==> config.mk <==
export PLATFORM = sky130hd
export DESIGN_NAME = arbitro_fifos
export DESIGN_NICKNAME = d
export VERILOG_FILES = /design/src/rtl/arbitro_pkg.sv /design/src/rtl/selector_rr.sv /design/src/rtl/arbitro_fifos.sv
export SDC_FILE = /design/constraint.sdc
export NUM_CORES = 1
export LEC_CHECK = 0
export ABC_AREA = 1
export ABC_CLOCK_PERIOD_IN_PS = 1600
export CORE_AREA = 2 2 53 55
export CTS_CLUSTER_SIZE = 28
export DETAILED_ROUTE_END_ITERATION = 7
export DIE_AREA = 0 0 55 57
export GPL_TIMING_DRIVEN = 1
export MAX_ROUTING_LAYER = met4
export PLACE_DENSITY = 0.84
export SLEW_MARGIN = 20
export SYNTH_ARGS = -nofsm -noshare
export SYNTH_HDL_FRONTEND = slang
export SYNTH_SLANG_ARGS = --single-unit
==> constraint.sdc <==
create_clock -name clk -period 1.6 [get_ports clk]
set_clock_uncertainty 0.2 [all_clocks]
set_input_delay 0.24 -clock clk [delete_from_list [all_inputs] [get_ports clk]]
set_output_delay 0.24 -clock clk [all_outputs]
set_load 0.05 [all_outputs]
==> src/rtl/arbitro_pkg.sv <==
// rtl/arbitro_pkg.sv - shared FSM encoding and lane constants for arbitro_fifos
//
// Purpose: state encoding, lane count and lane index width used by the
// arbiter top and its round-robin selector.
// Ports: none (package).

package arbitro_pkg;

    localparam int NUM_LANES = 4;
    localparam int LANE_W    = 2;

    typedef enum logic [1:0] {
        ST_INIT   = 2'd0,
        ST_IDLE   = 2'd1,
        ST_ACTIVE = 2'd2,
        ST_ERROR  = 2'd3
    } estado_t;

    function automatic logic [NUM_LANES-1:0] lane_onehot(input logic [LANE_W-1:0] idx);
        lane_onehot = NUM_LANES'(1) << idx;
    endfunction

endpackage

==> src/rtl/selector_rr.sv <==
// rtl/selector_rr.sv - combinational round-robin lane selector
//
// Purpose: picks the first requesting lane searching from last_grant+1
// (modulo NUM_LANES); the lane granted last has lowest priority.
// Ports:
//   req_i         - per-lane request vector (bit i = lane i)
//   last_grant_i  - lane granted on the previous pop
//   grant_valid_o - at least one lane is requesting
//   grant_idx_o   - winning lane index (0 when no request)

module selector_rr
    import arbitro_pkg::*;
(
    input  logic [NUM_LANES-1:0] req_i,
    input  logic [LANE_W-1:0]    last_grant_i,
    output logic                 grant_valid_o,
    output logic [LANE_W-1:0]    grant_idx_o
);

    logic [LANE_W-1:0] cand;

    // Walk candidates from the farthest (last_grant itself) to the nearest
    // (last_grant+1); the last match written is the nearest, so it wins.
    // The 2-bit addition wraps naturally, giving the modulo-4 search.
    always_comb begin
        grant_valid_o = 1'b0;
        grant_idx_o   = '0;
        cand          = '0;
        for (int k = NUM_LANES; k >= 1; k--) begin
            cand = last_grant_i + LANE_W'(k);
            if (req_i[cand]) begin
                grant_valid_o = 1'b1;
                grant_idx_o   = cand;
            end
        end
    end

endmodule

==> src/rtl/arbitro_fifos.sv <==
// rtl/arbitro_fifos.sv - round-robin arbiter draining four input FIFOs into one output FIFO
//
// Purpose: pops one word per cycle from the non-empty input FIFOs in
// round-robin order and pushes it, tagged with its lane, to the output FIFO
// one cycle later. Input FIFOs return read data the cycle after rd_enable.
// Errors (input FIFO error, or push into a full output FIFO) are sticky and
// stop further pops until reset.
// Optional feature: define ARB_CONTADORES_EN to add per-lane push counters.
// Ports:
//   clk, reset       - clock, synchronous active-high reset
//   empty_fifo       - per-lane input FIFO empty flags
//   error_fifo       - per-lane input FIFO error flags
//   data_fifo        - per-lane read data, lane i at [i*DATA_WIDTH +: DATA_WIDTH]
//   almost_full_out  - output FIFO has at most one free slot
//   full_out         - output FIFO full
//   rd_enable        - per-lane pop strobe (one-hot or zero)
//   wr_enable_out    - push strobe to output FIFO
//   data_out         - word pushed
//   lane_out         - source lane of data_out
//   error            - sticky error flag
//   estado           - current FSM state
//   cnt_lane         - (ARB_CONTADORES_EN only) 8-bit saturating push count per lane

module arbitro_fifos #(
    parameter int DATA_WIDTH = 6,
    parameter int NUM_LANES  = 4
) (
    input  logic                            clk,
    input  logic                            reset,
    input  logic [NUM_LANES-1:0]            empty_fifo,
    input  logic [NUM_LANES-1:0]            error_fifo,
    input  logic [NUM_LANES*DATA_WIDTH-1:0] data_fifo,
    input  logic                            almost_full_out,
    input  logic                            full_out,
    output logic [NUM_LANES-1:0]            rd_enable,
    output logic                            wr_enable_out,
    output logic [DATA_WIDTH-1:0]           data_out,
    output logic [1:0]                      lane_out,
    output logic                            error,
    output logic [1:0]                      estado
`ifdef ARB_CONTADORES_EN
    ,
    output logic [8*NUM_LANES-1:0]          cnt_lane
`endif
);

    import arbitro_pkg::*;

    estado_t           state_q, state_d;
    logic [LANE_W-1:0] last_grant_q, last_grant_d;
    logic              push_q, push_d;
    logic [LANE_W-1:0] push_lane_q, push_lane_d;
    logic              error_q, error_d;

    logic              grant_valid;
    logic [LANE_W-1:0] grant_idx;
    logic              can_pop;
    logic              pop;
    logic              push_now;
    logic              err_event;

    selector_rr u_selector_rr (
        .req_i         (~empty_fifo),
        .last_grant_i  (last_grant_q),
        .grant_valid_o (grant_valid),
        .grant_idx_o   (grant_idx)
    );

    // Outputs are forced to their reset values while reset is high, so a
    // word popped just before reset never reaches the output FIFO.
    assign push_now  = push_q & ~reset;
    assign can_pop   = ((state_q == ST_IDLE) || (state_q == ST_ACTIVE))
                       && !almost_full_out && !full_out && !reset;
    assign pop       = can_pop && grant_valid;
    assign err_event = (|error_fifo) || (full_out && push_now);

    always_comb begin
        state_d      = state_q;
        last_grant_d = last_grant_q;
        push_d       = pop;
        push_lane_d  = grant_idx;
        error_d      = error_q | err_event;

        if (pop) begin
            last_grant_d = grant_idx;
        end

        if (err_event) begin
            state_d = ST_ERROR;
        end else begin
            case (state_q)
                ST_INIT:   state_d = ST_IDLE;
                ST_IDLE,
                ST_ACTIVE: state_d = pop ? ST_ACTIVE : ST_IDLE;
                ST_ERROR:  state_d = ST_ERROR;
                default:   state_d = ST_INIT;
            endcase
        end
    end

    always_ff @(posedge clk) begin
        if (reset) begin
            state_q      <= ST_INIT;
            last_grant_q <= LANE_W'(NUM_LANES - 1);
            push_q       <= 1'b0;
            push_lane_q  <= '0;
            error_q      <= 1'b0;
        end else begin
            state_q      <= state_d;
            last_grant_q <= last_grant_d;
            push_q       <= push_d;
            push_lane_q  <= push_lane_d;
            error_q      <= error_d;
        end
    end

    assign rd_enable     = pop ? lane_onehot(grant_idx) : '0;
    assign wr_enable_out = push_now;
    assign lane_out      = push_now ? push_lane_q : 2'd0;
    // The source FIFO presents the popped word this cycle, so data is taken
    // straight from its read port rather than registered here.
    assign data_out      = push_now ? data_fifo[push_lane_q*DATA_WIDTH +: DATA_WIDTH]
                                    : '0;
    assign error         = error_q & ~reset;
    assign estado        = reset ? ST_INIT : state_q;

`ifdef ARB_CONTADORES_EN
    logic [NUM_LANES-1:0][7:0] cnt_q;

    always_ff @(posedge clk) begin
        if (reset) begin
            cnt_q <= '0;
        end else if (push_now && (cnt_q[push_lane_q] != 8'hFF)) begin
            cnt_q[push_lane_q] <= cnt_q[push_lane_q] + 8'd1;
        end
    end

    assign cnt_lane = cnt_q;
`endif

endmodule

==> summary.md <==
| Metric | Value |
|---|---|
| Root Driver | clkbuf_4 |
| Initial antenna violation count | 0 |
| Max cap viols | 0 |
| Setup crit end kind | output pin |
| FILL cells | between 100 and 150 |
| Fin cells | 254 |
| Hold crit path type | register to register |
| Placer Congestion | roughly 0.83 |
| Largest net degree at the start of global routing | 14 |
| Vias | roughly 1300 |
| 1st-pass router iterations | 4 |
| Worst setup margin | -0.5177 ns |
| Die Height | ~57 um |
| Port buffer count | 51 |
| P&R area growth vs syn | 176.8% |
| Final ANT Viol Nets | 0 |
| H-tree levels | 1 |
| Clock Latency Late Sink | roughly 0.26 ns |
| Clock slew at reported path FFs | about 0.060 ns |
| Worst Setup Start Kind | register |
| CP arrival | between 1.5 and 2 ns |
| Core Area | roughly 2600 um^2 |
| Worst Setup SP | last_grant_q[0]$_SDFFE_PP1P_ |
| Syn Nets | ~190 |
| Syn Std Cell Area | 772.0 um^2 |
| Slew margin rel. | 0.7403 |
| Commonest cells after routing, fill and taps aside | clkdlybuf4s50_1 (30), nand2_2 (21), buf_12 (19) |
| Num CTS Buffers | 3 |
| Worst reg2reg path depth | 10 |
| WS Path Type | register to output pin |
| End point of the critical path | rd_enable[2] |
| Post-Synth Simple-Gate Area | 0.4700 |
| Largest family of logic cells by synthesized area | simple AND/OR/NAND/NOR gates |
| Initial DRC Count | 27 |
| Post-Synth Adder-Cell Area | 0.03241 |
| Compound-Gate Fraction of Synth Area | 0.1767 |
| Initial Util | 0.2952 |
| CTS tree | done |
| Routed wire length per instance | approximately 17 um |
| Library cells used by synthesis | 18 |
| Worst slew pin tran | 0.3860 ns |
| Count of final max-slew check failures | 0 |
| Max Fanout on Critical Path | 7 |
| PD cells | 634.3 nW/um^2 |
| Placed Area | 1780 um^2 |
| CP Data Required Time | between 1 and 1.5 ns |
| Vias/cell | just over 5 |
| I/O Pins | between 50 and 60 |
| Final hold slack | between 0.3 and 0.4 ns |
| GRT Overall Usage | 0.2028 |
| Failing checks | negative setup slack |
| Dpl cells | between 200 and 250 |
| Final period util | 1.324 |
| First-pass GRT wire length | 4.657 mm |
| Die Wd | 55 um |
| Clock buffer depth | 2 |
| Final net count | around 260 |
| Total Wirelength | 4.435 mm |
| Clk sink count | 8 |
| Hold_buf cts | 0 |
| Xor and xnor area share after synthesis | 0 |
| Synth Instances | about 150 |
| R2R setup slack | -0.20 ns |
| Final hold violation count | 0 |
| Leakage | slightly below 0.0009 uW |
| R2r startpoint | last_grant_q[0]$_SDFFE_PP1P_ |
| Row cnt | 19 |
| Number of synthesis warnings | 0 |
| Peak VDD IR | 0.0004805 V |
| Total die area | about 3100 um^2 |
| Most common cell after layout, fill and taps aside | clkdlybuf4s50_1 |
| Highest Clock Rate | about 470 MHz |
| Yosys reg bits | 8 |
| Vias in the first global route | 1199 |
| Setup-failing EPs final | 17 |
| Syn_area_per_cell | around 5.2 um^2 |
| Final Critical Period | about 2.1 ns |
| DP HPWL | 2.317 mm |
| Gr ovfl total | 0 |
| Design Area, Final | roughly 2100 um^2 |
| Status | finished, violations left |
| RSZ-0062 raised after global routing | true |
| Mux share of post-synthesis cell area | 0 |
| ANT cells | 0 |
| Reg2Reg Capture Point | last_grant_q[0]$_SDFFE_PP1P_ |
| Register area share after synthesis | 0.2075 |
| DRC violations left | 0 |
| Share of cells above drive strength 1 | 0.6278 |
## worst min path at each step
stage | cells past startpoint | slack [ns] | to | start
after floorplan | 3 | 0.23 | state_q[0]$_SDFF_PP0_ | reset
after global placement | 2 | 0.25 | error_q$_SDFF_PP0_ | error_q$_SDFF_PP0_
after detailed placement | 2 | 0.30 | error_q$_SDFF_PP0_ | error_q$_SDFF_PP0_
after CTS | 2 | 0.31 | error_q$_SDFF_PP0_ | error_q$_SDFF_PP0_
after global routing | 2 | 0.36 | error_q$_SDFF_PP0_ | error_q$_SDFF_PP0_
final | 2 | 0.32 | error_q$_SDFF_PP0_ | error_q$_SDFF_PP0_
## flip-flops by register name, summed over array words and instances (netlist names)
name          flops
state_q           2
error_q           1
last_grant_q      2
push_lane_q       2
push_q            1
## power by group
group	total, uW	internal, uW	switching [uW]
Clock	169	95.7	73.8
Sequential	262	226	35.3
Combinational	924	414	510
## final cells by class
class | count | area, um^2 | area share
multi-input combinational | 117 | 907.1 | 0.4245
timing repair buffer | 73 | 890.9 | 0.4169
sequential | 8 | 172.7 | 0.08080
inverter | 20 | 92.59 | 0.04333
tap | 31 | 38.79 | 0.01815
clock buffer | 4 | 26.28 | 0.01230
timing repair inverter | 1 | 8.758 | 0.004098
## cells by family (layout without fill, tap and decap cells)
kind of cell,after synthesis,in the layout
buffers and inverters,23,98
adder cells (fa/ha/maj),2,2
AND/OR/NAND/NOR,90,90
AO/OA/AOI/OAI,25,25
flip-flops,8,8
## worst max-delay path: stages, from the launching register on
cell	delay, ns
dfxtp_4	0.39
inv_8	0.10
nand2_2	0.06
nand2_2	0.10
nand2_2	0.07
nand2_2	0.07
nand2_2	0.07
nand3_2	0.08
buf_6	0.10
nand3_4	0.10
nor2_4	0.13
buf_12	0.15
## what timing repair did
| item | in CTS | in global routing |
|---|---|---|
| pin swaps | 17 | 42 |
| cloned | 2 | 0 |
| gates resized for setup | 39 | 69 |
| setup buffers | 5 | 2 |
| setup endpoints to repair | 22 | 21 |
## stage by stage
stage               TNS (ns)  power (uW)  setup WS, ns  utilization
floorplan             -1.279       622.5       -0.1569            -
global placement      -6.399       896.4       -0.4968       0.6809
detailed placement    -7.050       913.7       -0.5323       0.6809
CTS                   -3.117        1159       -0.5091       0.7335
global route          -5.458        1423       -0.6220       0.8172
finish                -4.128        1356       -0.5177       0.8172
## Yosys cell counts (all sizes together)
library cell | number | area share
inv | 19 | 0.092
dfxtp | 8 | 0.21
a21oi | 8 | 0.066
clkinv | 1 | 0.0049
o21ai | 17 | 0.11
and2 | 1 | 0.011
buf | 1 | 0.0065
nand3 | 6 | 0.045
nor2 | 41 | 0.20
nor4 | 1 | 0.0081
or2 | 1 | 0.0081
clkbuf | 2 | 0.0097
ha | 2 | 0.032
nand2 | 39 | 0.19
nand4 | 1 | 0.0081
## per-layer routing
metal  vias up  wire length (um)  GRT usage  part of all wire
met5         -                 0          -                 0
met4         0               156    0.06272             0.035
met3        16               440    0.04974             0.099
met2        61              2205     0.3946              0.50
met1       602              1633     0.1797              0.37
li1        615                 -          -                 -
No activity file was read; power rests on OpenSTA's default activity.
